--- src/rtl/sar_search_4bit.sv ---
// sar_search_4bit: MSB-first successive-approximation search driving a magnitude
// comparator's b input and consuming its equal/greater/less flags.
module sar_search_4bit #(
    parameter int WIDTH  = 4,
    parameter int SETTLE = 0
) (
    input  logic             clk,
    input  logic             rst_n,
    input  logic             start,
    input  logic             cmp_equal,
    input  logic             cmp_greater,
    input  logic             cmp_less,
    output logic [WIDTH-1:0] guess,
    output logic             busy,
    output logic             done,
    output logic [WIDTH-1:0] result,
    output logic             found,
    output logic             err
);
    typedef enum logic [1:0] {S_IDLE, S_TRIAL, S_DONE} state_t;
    localparam logic [WIDTH-1:0] MSB = WIDTH'(1) << (WIDTH - 1);
    state_t           r_state, w_state;
    logic [WIDTH-1:0] r_bit, w_bit;
    logic [WIDTH-1:0] r_guess, w_guess;
    logic [WIDTH-1:0] r_partial, w_partial;
    logic [WIDTH-1:0] r_result, w_result;
    logic [2:0]       r_cnt, w_cnt;
    logic             r_found, w_found;
    logic             r_err, w_err;
    logic             w_eq, w_gt, w_lt;
    logic [WIDTH-1:0] w_part_upd;
    assign w_eq = cmp_equal & ~cmp_greater & ~cmp_less;
    assign w_gt = ~cmp_equal & cmp_greater & ~cmp_less;
    assign w_lt = ~cmp_equal & ~cmp_greater & cmp_less;
    // The guess is partial with the trial bit set, so "keep the bit" is just the guess.
    assign w_part_upd = w_gt ? r_guess : r_partial;
    always_ff @(posedge clk or negedge rst_n) begin
        if (!rst_n) begin
            r_state   <= S_IDLE;
            r_bit     <= '0;
            r_guess   <= '0;
            r_partial <= '0;
            r_result  <= '0;
            r_cnt     <= '0;
            r_found   <= 1'b0;
            r_err     <= 1'b0;
        end else begin
            r_state   <= w_state;
            r_bit     <= w_bit;
            r_guess   <= w_guess;
            r_partial <= w_partial;
            r_result  <= w_result;
            r_cnt     <= w_cnt;
            r_found   <= w_found;
            r_err     <= w_err;
        end
    end
    always_comb begin
        w_state   = r_state;
        w_bit     = r_bit;
        w_guess   = r_guess;
        w_partial = r_partial;
        w_result  = r_result;
        w_cnt     = r_cnt;
        w_found   = r_found;
        w_err     = r_err;
        case (r_state)
            S_IDLE: if (start) begin
                w_state   = S_TRIAL;
                w_bit     = MSB;
                w_guess   = MSB;
                w_partial = '0;
                w_cnt     = '0;
                w_found   = 1'b0;
                w_err     = 1'b0;
            end
            S_TRIAL: if (r_cnt < 3'(SETTLE)) begin
                w_cnt = r_cnt + 3'd1;
            end else if (w_eq) begin
                w_result = r_guess;
                w_found  = 1'b1;
                w_state  = S_DONE;
            end else if (w_gt | w_lt) begin
                w_partial = w_part_upd;
                if (r_bit[0]) begin
                    w_result = w_part_upd;
                    w_state  = S_DONE;
                end else begin
                    w_bit   = r_bit >> 1;
                    w_guess = w_part_upd | (r_bit >> 1);
                    w_cnt   = '0;
                end
            end else begin
                w_result = r_partial;
                w_err    = 1'b1;
                w_state  = S_DONE;
            end
            S_DONE:  w_state = S_IDLE;
            default: w_state = S_IDLE;
        endcase
    end
    assign guess  = r_guess;
    assign busy   = (r_state == S_TRIAL);
    assign done   = (r_state == S_DONE);
    assign result = r_result;
    assign found  = r_found;
    assign err    = r_err;
endmodule
--- config.mk ---
export PLATFORM = sky130hd
export DESIGN_NAME = sar_search_4bit
export DESIGN_NICKNAME = d
export VERILOG_FILES = /design/src/rtl/sar_search_4bit.sv
export SDC_FILE = /design/constraint.sdc
export NUM_CORES = 1
export LEC_CHECK = 0
export BUFFER_PORTS_ARGS = -buffer_cell sky130_fd_sc_hd__buf_4
export CORE_MARGIN = 2
export CORE_UTILIZATION = 45
export DETAILED_ROUTE_END_ITERATION = 7
export GPL_TIMING_DRIVEN = 0
export HOLD_SLACK_MARGIN = 0.02
export PLACE_DENSITY = 0.67
export SETUP_SLACK_MARGIN = 0.4
export SYNTH_ARGS = -nofsm -noshare
export SYNTH_HDL_FRONTEND = slang
export SYNTH_SLANG_ARGS = --single-unit
--- constraint.sdc ---
create_clock -name clk -period 2.4 [get_ports clk]
set_clock_uncertainty 0.05 [all_clocks]
set_input_delay 0.48 -clock clk [delete_from_list [all_inputs] [get_ports clk]]
set_output_delay 0.48 -clock clk [all_outputs]
set_load 0.02 [all_outputs]
==> results.sh, run 1 <==
export IMPL_finalSetupViolations=0
export IMPL_place_gp_congestion=0.811
export IMPL_power_switching_uw=460
export IMPL_drtIter0Drc=16
export IMPL_grt_pass1_wl_mm=3.37
export IMPL_detail_route_vias_per_cell=5.50
export IMPL_max_clock_freq_ghz=0.544
export IMPL_rsz0062_at_grt="no"
export IMPL_antennaDiodeCount=0
export IMPL_globalRouteOverflowTotal=0
export IMPL_number_of_global_route_vias_before_repair=734
export IMPL_worstMarginPinSlew_ps=390
export IMPL_row_count=16
export IMPL_coreArea_sq_mm=0.00202
export IMPL_seqPwrFrac_pct=45.0
export IMPL_detail_route_first_pass_iterations=4
export IMPL_status="completed"
export IMPL_async_reset_ff_share_pct=100
export IMPL_synthMostInstantiatedCell="dfrtp_1"
export IMPL_die_area_sq_mm=0.00259
export IMPL_grt_antenna_before_repair=0
export IMPL_finalMaxSlewViolations=0
export IMPL_detailed_place_hpwl_mm=1.44
export IMPL_path_clk_slew_ps=110
export IMPL_post_route_cells_drive_above_1_share_pct=25.9
export IMPL_detail_route_drc_violations=0
export IMPL_synth_largest_area_cell="dfrtp_1"
export IMPL_clock_tree_buffer_depth=2
export IMPL_clock_sinks=20
export IMPL_gr_usage_all_layers_pct=17.7
export IMPL_pwr_share_clk_pct=13.3
export IMPL_comb_power_share_pct=41.7
export IMPL_maxCapViolations=0
export IMPL_h_tree_depth=1
export IMPL_floorplan_initialDensity_pct=48.9
export IMPL_cts_tree="built"
export IMPL_synthDominantCellAreaShare_pct=50.6
export IMPL_power_per_cell_area_mw_per_mm2=1020
export IMPL_ir_drop_uv=463
export IMPL_synth_top_cells_by_count="dfrtp_1 (20), nor2_1 (12), a22o_1 (8), nand2_1 (7), a21oi_1 (6)"
export IMPL_clock_tree_root_cell="clkbuf_4"
export IMPL_critical_path_peak_fanout=10
export IMPL_fraction_of_the_yosys_area_taken_by_sequential_cells_pct=50.6
export IMPL_setup_worst_path_class="flop to output pin"
export IMPL_crit_arrival_ps=1310
export IMPL_fin_cells=139
export IMPL_warnings_synthesis=0
export IMPL_ys_dominant_reg_cell="dfrtp_1"
export IMPL_synth_distinct_cells=34
export IMPL_synthesis_nets=100
export IMPL_overall_routed_net_length_mm=2.00
export IMPL_num_nets_final=120
export IMPL_swShare_pct=38.9
export IMPL_clk_latency_ps=300
export IMPL_endpoint_required_time_on_the_critical_path_ps=1870
export IMPL_placement_io_buffers=14
export IMPL_relative_area_change_from_synthesis_to_final_layout_pct=17.3
export IMPL_fillers=190
export IMPL_internal_power_uw=722
export IMPL_grt_max_degree=21
export IMPL_total_leakage_power_uw=0.000542
export IMPL_ff2ff_setup_slack_ps=650
export IMPL_wire_per_inst_microns=14.4
export IMPL_syn_area_per_cell_sq_um=10.5
export IMPL_setup_tns_final_ps=0
export IMPL_cts_made_buffers=3
export IMPL_layout_min_cycle_time_ps=1840
export IMPL_period_share_pct=76.6
export IMPL_floorplan_die_width_microns=50.9
export IMPL_crit_path_end_kind="output pin"
export IMPL_overall_die_height_microns=50.9
export IMPL_syn_inst=94
export IMPL_postSynthRegisterBits=20
export IMPL_synth_top_cells_by_area="dfrtp_1 (51%), a22o_1 (7.1%), mux2i_1 (5.1%)"
export IMPL_drtAntennaViolNets=0
export IMPL_num_io_pins=18
export IMPL_route_vias_total=765
export IMPL_post_cts_gate_resize_count=0
export IMPL_relSlewSlack_pct=73.7
export IMPL_synth_cell_area_sq_um=990
export IMPL_final_hold_viol_count=0
export IMPL_placed_cells_incl_taps=135
export IMPL_synth_enable_flop_cells=0
export IMPL_worstHoldPathType="flop to flop"
export IMPL_critPathLaunchType="flop"
through the flow:
stage / util [%] / cell area, sq um / hold WS [ps] / setup WS (ps) / total power (uW)
4_1_cts: 57.4 / 1160 / 452 / 558 / 1190
6_report: 57.4 / 1160 / 446 / 561 / 1180
5_1_grt: 57.4 / 1160 / 478 / 480 / 1260
3_5_place_dp: 55.8 / 1130 / 326 / 522 / 1030
2_1_floorplan: - / 990 / 134 / 656 / 838
3_3_place_gp: 55.8 / 1130 / 325 / 530 / 1020
worst max-delay path: stages, from the launching register on:
cell      delay [ps]
dfrtp_1          400
buf_2            190
nand2b_1         210
inv_1             60
buf_4            160
kinds of logic (layout without fill, tap and decap cells):
group	after synthesis	count (layout)	share of synthesized area, %
and+or+nand+nor	33	33	17.2
xor gates and xnor gates	2	2	1.77
muxes	6	6	6.19
AOI/OAI and AO/OA	26	26	19.5
DFF	20	20	50.6
buffers and inverters	7	25	4.80
cells in the final DEF, fill, tap and decap left out, drive strengths merged:
master / count
a22o: 8
a31oi: 1
nor4b: 2
o311a: 1
or2: 1
o21ai: 1
nand2b: 3
buf: 19
nor3b: 1
dfrtp: 20
o21a: 1
o21bai: 2
or3b: 1
nor2: 14
nand2: 8
nor2b: 1
clkbuf: 3
nand3b: 1
o31ai: 1
dlygate4sd3: 1
xor2: 1
a21oi: 7
inv: 2
o22ai: 1
a2bb2oi: 1
a22oi: 1
mux2i: 5
o32a: 1
mux2: 1
nor3: 1
xnor2: 1
state kept, by name, indices dropped and copies added (netlist names):
signal,flops
err,1
found,1
guess,4
r_bit,4
r_partial,4
r_state,2
result,4
what timing repair did:
action | CTS | global route
buffers inserted | 0 | 0
endpoints found under the setup margin | 0 | 0
hold buffers | 1 | 0
endpoints found under the hold margin | 20 | 0
power by group through the flow:
stage / sequential (uW) / combinational, uW / clock (uW)
after global routing: 547 / 538 / 174
final: 532 / 493 / 157
after detailed placement: 538 / 497 / 0
after CTS: 532 / 499 / 162
after floorplan: 609 / 229 / 0
after global placement: 534 / 490 / 0
layout make-up:
| type | count | area [sq um] | area share, % |
|---|---|---|---|
| Timing Repair Buffer | 15 | 115 | 9.91 |
| Clock buffer | 3 | 22.5 | 1.94 |
| Inverter | 2 | 7.51 | 0.647 |
| Sequential cell | 20 | 500 | 43.1 |
| Buffer | 5 | 40.0 | 3.45 |
| Tap cell | 27 | 33.8 | 2.91 |
| Multi-Input combinational cell | 67 | 442 | 38.0 |
routing by layer:
layer | vias up | part of all wire [%] | global-route usage [%]
met1 | 368 | 49 | 23.9
met5 | - | 0 | 0
li1 | 373 | - | -
met4 | 0 | 1.1 | 6.76
met2 | 20 | 47 | 28.7
met3 | 4 | 3.6 | 2.63
path summary, 6_finish.rpt:
path	start	end	depth (start not counted)
min in group asynchronous	rst_n	r_state[1]	2
hold reg to reg	err	err	2
hold / removal	err	err	2
setup / recovery	r_state[0]	busy	4
max in group asynchronous	rst_n	r_state[0]	2
setup reg to reg	r_bit[0]	r_bit[1]	4
Power figures use the tool's default switching activity.
==> inputs of run 2 (changes only) <==
==> constraint.sdc (replaced) <==
create_clock -name clk -period 1.7 [get_ports clk]
set_clock_uncertainty 0.05 [all_clocks]
set_input_delay 0.34 -clock clk [delete_from_list [all_inputs] [get_ports clk]]
set_output_delay 0.34 -clock clk [all_outputs]
set_load 0.02 [all_outputs]
==> run 2 against run 1 <==
Non-clock buffer count is 19 higher. Sequential cell count stayed put. Total power is 82% higher. Routed wire length up 38%. Final area up 27%. Final cell count rose by 15%. Setup slack worse by 380 ps. Critical path type is now flop to flop. Largest cell class is now multi-input gates.
==> results.sh, run 2 (synthesis results as in run 1) <==
export IMPL_status="completed"
export IMPL_detail_route_first_pass_iterations=4
export IMPL_num_nets_final=140
export IMPL_floorplan_die_width_microns=50.9
export IMPL_critical_path_cell_chain="nor4b_4, nand3b_1, o32a_1, a2bb2oi_1"
export IMPL_totalPowerFinal_uw=2150
export IMPL_wire_per_inst_microns=17.3
export IMPL_dp_slack_ps=82.2
export IMPL_maxCapViolations=0
export IMPL_relSlewSlack_pct=62.6
export IMPL_overall_die_height_microns=50.9
export IMPL_grt_max_degree=21
export IMPL_num_io_pins=18
export IMPL_clk_latency_ps=310
export IMPL_critical_path_slowest_cell="dfrtp_2"
export IMPL_coreArea_sq_mm=0.00202
export IMPL_power_per_cell_area_mw_per_mm2=1460
export IMPL_clock_tree_buffer_depth=2
export IMPL_clock_sinks=20
export IMPL_worst_path_largest_cell_delay_ps=490
export IMPL_final_hold_worst_slack_ps=359
export IMPL_crit_arrival_ps=1680
export IMPL_critical_path_peak_fanout=7
export IMPL_ir_drop_uv=910
export IMPL_number_of_global_route_vias_before_repair=865
export IMPL_h_tree_depth=1
export IMPL_worstMarginPinSlew_ps=559
export IMPL_endpoint_required_time_on_the_critical_path_ps=1860
export IMPL_globalRouteOverflowTotal=0
export IMPL_hold_depth=4
export IMPL_detail_route_vias_per_cell=5.55
export IMPL_finalSetupViolations=0
export IMPL_relative_area_change_from_synthesis_to_final_layout_pct=48.5
export IMPL_period_share_pct=89.6
export IMPL_placement_io_buffers=14
export IMPL_rsz0062_at_grt="yes"
export IMPL_floorplan_initialDensity_pct=48.9
export IMPL_worstHoldPathType="input port to flop"
export IMPL_row_count=16
export IMPL_antennaDiodeCount=0
export IMPL_layout_min_cycle_time_ps=1520
export IMPL_drtAntennaViolNets=0
export IMPL_setup_worst_path_class="flop to flop"
export IMPL_detail_route_drc_violations=0
export IMPL_route_vias_total=888
export IMPL_gr_usage_all_layers_pct=23.7
export IMPL_clock_tree_root_cell="clkbuf_4"
export IMPL_die_area_sq_mm=0.00259
export IMPL_final_hold_viol_count=0
export IMPL_post_route_cells_drive_above_1_share_pct=48.1
export IMPL_layout_common_cells="buf_4 (26), dfrtp_1 (18), buf_6 (11)"
export IMPL_layout_setup_ws_ps=178
export IMPL_grt_antenna_before_repair=0
export IMPL_crit_path_end_kind="flop"
export IMPL_timing_reg2reg_worst_path_depth=4
export IMPL_max_clock_freq_ghz=0.657
export IMPL_cts_tree="built"
export IMPL_finalMaxSlewViolations=0
export IMPL_drtIter0Drc=17
export IMPL_path_clk_slew_ps=110
export IMPL_grt_pass1_wl_mm=4.35
export IMPL_overall_routed_net_length_mm=2.77
export IMPL_place_gp_congestion=0.776
export IMPL_total_leakage_power_uw=0.000681
export IMPL_setup_tns_final_ps=0
export IMPL_layout_cells_most_common="buf_4"
export IMPL_detailed_place_hpwl_mm=1.50
export IMPL_cts_made_buffers=3
export IMPL_critPathLaunchType="flop"
-- run 2: metal layers --
layer  up-vias  track usage, %  wire length [microns]
met2        32            38.6                   1300
met3         4            4.39                    121
met5         -               0                      0
met4         0            6.76                     48
li1        418               -                      -
met1       434            32.5                   1300
-- run 2: power breakdown --
part	internal (uW)	total, uW	switching (uW)
registers	628	747	120
logic	570	1120	545
clock network	131	285	154
total	1330	2150	819
-- run 2: through the flow --
step	instances	util (%)	cell area, sq um
finish	160	72.7	1470
global route	160	72.7	1470
CTS	154	68.1	1380
detailed placement	135	57.0	1150
global placement	135	57.0	1150
floorplan	94	-	1010
-- run 2: worst max-delay path: cells and delay by family, from the launching register on --
family	cells	cell delay, ps
simple gates	2	530
flops	1	490
compound gates	2	350
-- run 2: path summary, 6_finish.rpt --
kind | from | end | slack (ps)
max in group asynchronous | rst_n | r_bit[0] | 990
setup / recovery | r_state[1] | guess[0] | 180
setup reg to reg | r_state[1] | guess[0] | 180
hold reg to reg | result[1] | result[1] | 490
min in group asynchronous | rst_n | result[0] | 370
hold / removal | cmp_less | found | 360
-- run 2: layout make-up --
type | instances | area (sq um)
Timing Repair Buffer | 34 | 288
Fill cell | 149 | 552
Sequential cell | 20 | 503
Tap cell | 27 | 33.8
Inverter | 2 | 7.51
Clock buffer | 4 | 36.3
Multi-Input combinational cell | 68 | 546
Buffer | 5 | 56.3
-- run 2: repair_timing --
action                                 in CTS  in global routing
setup endpoints to repair                  16                 24
endpoints found under the hold margin      20                  0
hold buffers                                1                  0
gates resized for setup                    19                 11
pin swaps                                   8                  4
cloned                                      1                  0
setup buffers                              13                  6
